==> src/rtl/xing_pkg.sv <==
// Shared encodings for the pedestrian crossing controller: FSM state codes
// and the one-hot light patterns driven onto the traffic/pedestrian heads.
package xing_pkg;

  typedef enum logic [2:0] {
    S_INIT_RED  = 3'd0,
    S_GREEN     = 3'd1,
    S_YELLOW    = 3'd2,
    S_ALL_RED   = 3'd3,
    S_WALK      = 3'd4,
    S_PED_CLEAR = 3'd5,
    S_NIGHT     = 3'd6
  } xing_state_e;

  // Traffic head, {green,yellow,red}
  localparam logic [2:0] TL_RED    = 3'b001;
  localparam logic [2:0] TL_YELLOW = 3'b010;
  localparam logic [2:0] TL_GREEN  = 3'b100;
  localparam logic [2:0] TL_DARK   = 3'b000;

  // Pedestrian head, {walk,dont_walk}
  localparam logic [1:0] PL_DONT_WALK = 2'b01;
  localparam logic [1:0] PL_WALK      = 2'b10;
  localparam logic [1:0] PL_DARK      = 2'b00;

endpackage

==> src/rtl/xing_light_ctrl_btn_sync_edge.sv <==
// Pedestrian button front end: each button bit is brought into the clk_out
// domain through two flops, then a third flop gives the rising-edge detect.
// Any synchronised rising edge raises btn_rise for one cycle.
module btn_sync_edge #(
  parameter int N_BTN = 2
) (
  input  logic             clk_out,
  input  logic             reset,
  input  logic [N_BTN-1:0] btn,
  output logic             btn_rise
);

  logic [N_BTN-1:0] sync1, sync2, sync_prev;

  // Two-flop synchroniser plus history flop for edge detection
  always_ff @(posedge clk_out or posedge reset) begin
    if (reset) begin
      sync1     <= '0;
      sync2     <= '0;
      sync_prev <= '0;
    end else begin
      sync1     <= btn;
      sync2     <= sync1;
      sync_prev <= sync2;
    end
  end

  assign btn_rise = |(sync2 & ~sync_prev);

endmodule

==> src/rtl/xing_light_ctrl.sv <==
// Pedestrian crossing controller. Phase timing counts tick strobes only;
// the light outputs are registered from the next-state decode so they
// change on the same edge as the state register.
module xing_light_ctrl
  import xing_pkg::*;
#(
  parameter int N_BTN     = 2,
  parameter int CNT_W     = 8,
  parameter int GREEN_MIN = 30,
  parameter int YELLOW_T  = 3,
  parameter int ALLRED_T  = 2,
  parameter int WALK_T    = 10,
  parameter int CLEAR_T   = 5
) (
  input  logic             clk_out,
  input  logic             reset,
  input  logic             tick,
  input  logic [N_BTN-1:0] btn,
  input  logic             night,
  output logic [2:0]       traff_state,
  output logic [1:0]       pedes_state,
  output logic             req_pending,
  output logic [2:0]       phase
);

  // Counter value on the expiring tick of each phase
  localparam logic [CNT_W-1:0] GREEN_LAST  = CNT_W'(GREEN_MIN - 1);
  localparam logic [CNT_W-1:0] YELLOW_LAST = CNT_W'(YELLOW_T - 1);
  localparam logic [CNT_W-1:0] ALLRED_LAST = CNT_W'(ALLRED_T - 1);
  localparam logic [CNT_W-1:0] WALK_LAST   = CNT_W'(WALK_T - 1);
  localparam logic [CNT_W-1:0] CLEAR_LAST  = CNT_W'(CLEAR_T - 1);

  xing_state_e      state, state_nx;
  logic [CNT_W-1:0] cnt, cnt_nx;
  logic             blink, blink_nx;
  logic             req_nx;
  logic [2:0]       traff_nx;
  logic [1:0]       pedes_nx;
  logic             btn_rise;
  logic             night_s1, night_s;
  logic             entering;

  btn_sync_edge #(.N_BTN(N_BTN)) u_btn (
    .clk_out  (clk_out),
    .reset    (reset),
    .btn      (btn),
    .btn_rise (btn_rise)
  );

  // Night request is a level; synchronise it like the buttons
  always_ff @(posedge clk_out or posedge reset) begin
    if (reset) begin
      night_s1 <= 1'b0;
      night_s  <= 1'b0;
    end else begin
      night_s1 <= night;
      night_s  <= night_s1;
    end
  end

  // Next-state, phase counter, blink phase, request latch and light decode
  always_comb begin
    state_nx = state;
    case (state)
      S_INIT_RED:  if (night_s) state_nx = S_NIGHT;
                   else if (tick && cnt == ALLRED_LAST) state_nx = S_GREEN;
      // Night beats a pending crossing when both are ready
      S_GREEN:     if (night_s) state_nx = S_NIGHT;
                   else if (tick && cnt == GREEN_LAST && (req_pending || btn_rise))
                     state_nx = S_YELLOW;
      S_YELLOW:    if (tick && cnt == YELLOW_LAST) state_nx = S_ALL_RED;
      S_ALL_RED:   if (tick && cnt == ALLRED_LAST) state_nx = S_WALK;
      S_WALK:      if (tick && cnt == WALK_LAST)   state_nx = S_PED_CLEAR;
      S_PED_CLEAR: if (tick && cnt == CLEAR_LAST)  state_nx = S_INIT_RED;
      S_NIGHT:     if (!night_s) state_nx = S_INIT_RED;
      default:     state_nx = S_INIT_RED;
    endcase

    entering = (state_nx != state);

    // Counter restarts on every entry; GREEN holds at its minimum so a late
    // request is served on the very next tick
    cnt_nx = cnt;
    if (entering)
      cnt_nx = '0;
    else if (tick && !(state == S_GREEN && cnt == GREEN_LAST))
      cnt_nx = cnt + 1'b1;

    blink_nx = blink;
    if (entering)  blink_nx = 1'b0;
    else if (tick) blink_nx = ~blink;

    // Request is served by WALK, so clear on entry and ignore presses
    // during it; NIGHT keeps it clear as well
    req_nx = req_pending;
    if (state_nx == S_WALK || state_nx == S_NIGHT || state == S_WALK)
      req_nx = 1'b0;
    else if (btn_rise)
      req_nx = 1'b1;

    traff_nx = TL_RED;
    pedes_nx = PL_DONT_WALK;
    case (state_nx)
      S_GREEN:     traff_nx = TL_GREEN;
      S_YELLOW:    traff_nx = TL_YELLOW;
      S_WALK:      pedes_nx = PL_WALK;
      S_PED_CLEAR: pedes_nx = blink_nx ? PL_DARK : PL_DONT_WALK;
      S_NIGHT: begin
        traff_nx = blink_nx ? TL_DARK : TL_YELLOW;
        pedes_nx = PL_DARK;
      end
      default: ;
    endcase
  end

  // State, timing and registered outputs
  always_ff @(posedge clk_out or posedge reset) begin
    if (reset) begin
      state       <= S_INIT_RED;
      cnt         <= '0;
      blink       <= 1'b0;
      req_pending <= 1'b0;
      traff_state <= TL_RED;
      pedes_state <= PL_DONT_WALK;
    end else begin
      state       <= state_nx;
      cnt         <= cnt_nx;
      blink       <= blink_nx;
      req_pending <= req_nx;
      traff_state <= traff_nx;
      pedes_state <= pedes_nx;
    end
  end

  assign phase = state;

endmodule

==> config.mk <==
export PLATFORM = sky130hd
export DESIGN_NAME = xing_light_ctrl
export DESIGN_NICKNAME = d
export VERILOG_FILES = /design/src/rtl/xing_pkg.sv /design/src/rtl/xing_light_ctrl_btn_sync_edge.sv /design/src/rtl/xing_light_ctrl.sv
export SDC_FILE = /design/constraint.sdc
export NUM_CORES = 1
export LEC_CHECK = 0
export BUFFER_PORTS_ARGS = -buffer_cell sky130_fd_sc_hd__buf_2
export CORE_ASPECT_RATIO = 0.6
export CORE_MARGIN = 4
export CORE_UTILIZATION = 50
export CTS_CLUSTER_DIAMETER = 200
export DETAILED_ROUTE_END_ITERATION = 10
export PLACE_DENSITY_LB_ADDON = 0.25
export SLEW_MARGIN = 10
export SYNTH_ARGS = -nofsm -noshare
export SYNTH_HDL_FRONTEND = slang
export SYNTH_SLANG_ARGS = --single-unit
==> constraint.sdc <==
create_clock -name clk_out -period 5.1 [get_ports clk_out]
set_input_delay 0.51 -clock clk_out [delete_from_list [all_inputs] [get_ports clk_out]]
set_output_delay 0.51 -clock clk_out [all_outputs]
set_load 0.03 [all_outputs]
==> metrics.md <==
| Metric | Value |
|---|---|
| Crit-path cells | inv_1 > ha_1 > nor4b_1 > o311ai_1 > a211oi_2 > nand2_1 > a41oi_1 |
| Number of input and output port buffers inserted | 14 |
| Remaining routing DRC violations | 0 |
| Largest net degree at the start of global routing | 27 |
| Startpoint kind of the worst setup timing path | register |
| Final Critical Period | ~2.5 ns |
| Library cell contributing the largest single delay on the critical path | sky130_fd_sc_hd__nor4b_1 |
| Crit path kind | reg -> reg |
| Worst reg-to-reg path cell count | 7 |
| Syn Area/Cell | ~10 µm² |
| Post-DP HPWL | 1.958 mm |
| Synthesis-to-layout area growth | 11.53% |
| Sort of element at the end of the critical path | register |
| Result of the run | completed |
| Iteration count of the initial detailed-routing pass | 4 |
| Initial Util | approximately 53% |
| Clk buf depth | 2 |
| Register area | 653.1 µm² |
| Area of the die | around 0.0036 mm² |
| Post-synth EDFFs | 0 |
| Total power density per cell area | 490.2 mW/mm² |
| Mapped Area | between 0.001 and 0.0015 mm² |
| Number of sinks driven by the clock tree | 26 |
| Synth top area cells | sky130_fd_sc_hd__dfrtp_1, sky130_fd_sc_hd__nor2_1, sky130_fd_sc_hd__dfstp_2 |
| Total power consumption of the routed design | ~0.00073 W |
| Tot GR Track Use | about 17% |
| Most common cell in the netlist | sky130_fd_sc_hd__dfrtp_1 |
| Placer congestion estimate | a little under 0.9 |
| Vias in the first global route | between 800 and 900 |
| Max IR drop VDD | around 0.17 mV |
| Dominant register cell in the synthesized netlist | sky130_fd_sc_hd__dfrtp_1 |
| Reg2Reg Setup Slack | 2.64 ns |
| Io pins | 15 |
| Area of the multi-input gates | about 630 µm² |
| Actual slew at the worst max-slew pin | ~0.94 ns |
| Number of synthesized register bits | 26 |
| Remaining max-slew budget at the tightest pin | about 37% |
| Initial antenna violation count | 0 |
| Gate Count Post-Synth | 128 |
| Synth Warn # | 0 |
| Peak clock frequency supported by timing | ~410 MHz |
| Share of cells above drive strength 1 | between 20% and 30% |
| Hold path depth | 1 |
| Final layout net count | approximately 150 |
| PnR worst setup slack | ~2.6 ns |
| Clock root buffer master | sky130_fd_sc_hd__clkbuf_8 |
| Horizontal die dimension | 74.71 µm |
| Cell type with the highest aggregate area in the netlist | sky130_fd_sc_hd__dfrtp_1 |
| Setup repair after global routing missed its margin | false |
| Grt ovf | 0 |
| Via-to-Cell Ratio | about 6 |
| First-pass GRT wire length | 4.422 mm |
| Remaining antenna violation count | 0 |
| Worst path arrival time | about 2.7 ns |
| Post-synth ARST share | between 90% and 100% |
| Final Hold Viols | 0 |
| Setup-failing EPs final | 0 |
| Path category of the worst min-delay check | in -> reg |
| Die height | just under 50 µm |
| Setup fix buffers added after clock tree synthesis | 0 |
| Clock-pin slew on the worst setup and hold paths | about 0.09 ns |
| Worst setup slack before clock tree synthesis | ~2.7 ns |
| TritonCTS clock tree | built |
| Fin Setup TNS | 0 ns |
| Row cnt | 14 |
| Maximum level of the CTS H-tree | 1 |
| Total length of routed wires | ~2.7 mm |
| Wire length per cell | ~16 µm |
| CTS-repair resized insts | 0 |
| Distinct cells, synth | 45 |
| Portion of synthesized cell area occupied by the leading cell type | between 40% and 50% |
| Total vias in the final route | 1,016 |
| Final slew viol count | 0 |
| Clock latency on the worst-skew pair | roughly 0.27 ns |
| Pleak | about 0.67 nW |
| Number of maximum-capacitance constraint violations | 0 |
| Area of the core | around 0.0025 mm² |
| Critical Path RT | around 5.3 ns |
| Portion of the post-synthesis area used by sequential elements | around half |
| Number of hold-repair buffers added at the cts stage | 0 |
| Post-Synthesis Net Count | between 100 and 150 |
| Fraction of the cycle the final worst path needs | 48.22% |
| Antenna fix cells | 0 |
| Number of buffers inserted during clock tree synthesis | 3 |
| Clock tree skew after final layout | about 0.0022 ns |
| Highest fanout seen on the critical path | 7 |
| Most used standard cells in the synthesized netlist | sky130_fd_sc_hd__dfrtp_1, sky130_fd_sc_hd__nor2_1, sky130_fd_sc_hd__inv_1 |
| Fill cells | 211 |
| Starting DRT DRC Count | 140 |
| Highest cell delay on the worst timing path | 0.57 ns |
## layer usage
layer	GRT usage, %	routed length, µm	vias to the layer above	part of all wire [%]
met4	3.191	17	0	0.63
li1	-	-	484	-
met3	5.660	171	4	6.3
met2	23.04	1106	31	41
met5	0	0	-	0
met1	25.71	1411	497	52
## registers in the layout (all words and copies together), names as in the netlist
register and cells:
traff_state 3, pedes_state 2, night_s1 1, u_btn.sync2 2
phase 3, night_s 1, req_pending 1, blink 1
cnt 8, u_btn.sync1 2, u_btn.sync_prev 2
## cells by family after synthesis
| kind of cell | count (synthesis) | share of synthesized area, % |
|---|---|---|
| compound gates | 21 | 13.40 |
| xor+xnor | 8 | 5.248 |
| fa+ha+maj | 4 | 3.749 |
| buf+inv | 12 | 4.030 |
| flops | 26 | 48.92 |
| mux | 2 | 1.500 |
| simple gates | 55 | 23.15 |
## critical path, delay by kind of cell, from the launching register on
kind            cells  cell delay (ns)
compound gates      3             0.97
fa+ha+maj           1             0.17
buf+inv             1             0.11
flops               1             0.46
simple gates        2             0.66
## through the flow
step                      hold slack, ns  cells  area (µm²)  util [%]
final                             0.3332    173        1489     59.03
after global routing              0.3224    173        1489     59.03
after CTS                         0.3315    173        1489     59.03
after detailed placement          0.3355    169        1418     56.20
after global placement            0.3324    169        1418     56.20
after floorplan                   0.3312    128        1335         -
## worst paths after layout
kind	startpoint	to
max	cnt[1]	traff_state[1]
min	night	night_s1
max reg2reg	cnt[1]	traff_state[1]
min reg2reg	u_btn.sync1[1]	u_btn.sync2[1]
max in group asynchronous	reset	phase[0]
min in group asynchronous	reset	cnt[3]
## layout make-up
class                      count  share of cell area (%)
tap                           32                   2.689
timing repair buffer          14                   4.706
clock buffer                   3                   2.773
sequential                    26                   43.87
multi-input combinational     90                   42.18
clock inverter                 1                   2.017
inverter                       7                   1.765
## placed cells by master, fill, tap and decap left out, drive strengths merged, types with 2 or more instances in the layout
master / n
dfrtp: 24
nor2: 16
buf: 14
inv: 7
nand2: 7
a21oi: 5
nand3: 5
nor2b: 4
xor2: 4
xnor2: 4
ha: 4
nor3: 3
clkbuf: 3
nor4b: 2
o311ai: 2
nand2b: 2
and2: 2
nand4: 2
nor4: 2
a221oi: 2
or4: 2
mux2i: 2
dfstp: 2
## power breakdown
group	internal, W	total, W	switching, W
registers	0.000249	0.000298	0.0000488
clock network	0.000105	0.000173	0.0000676
logic	0.0000937	0.000259	0.000166
total	0.000448	0.000730	0.000282
Power figures use the tool's default switching activity.
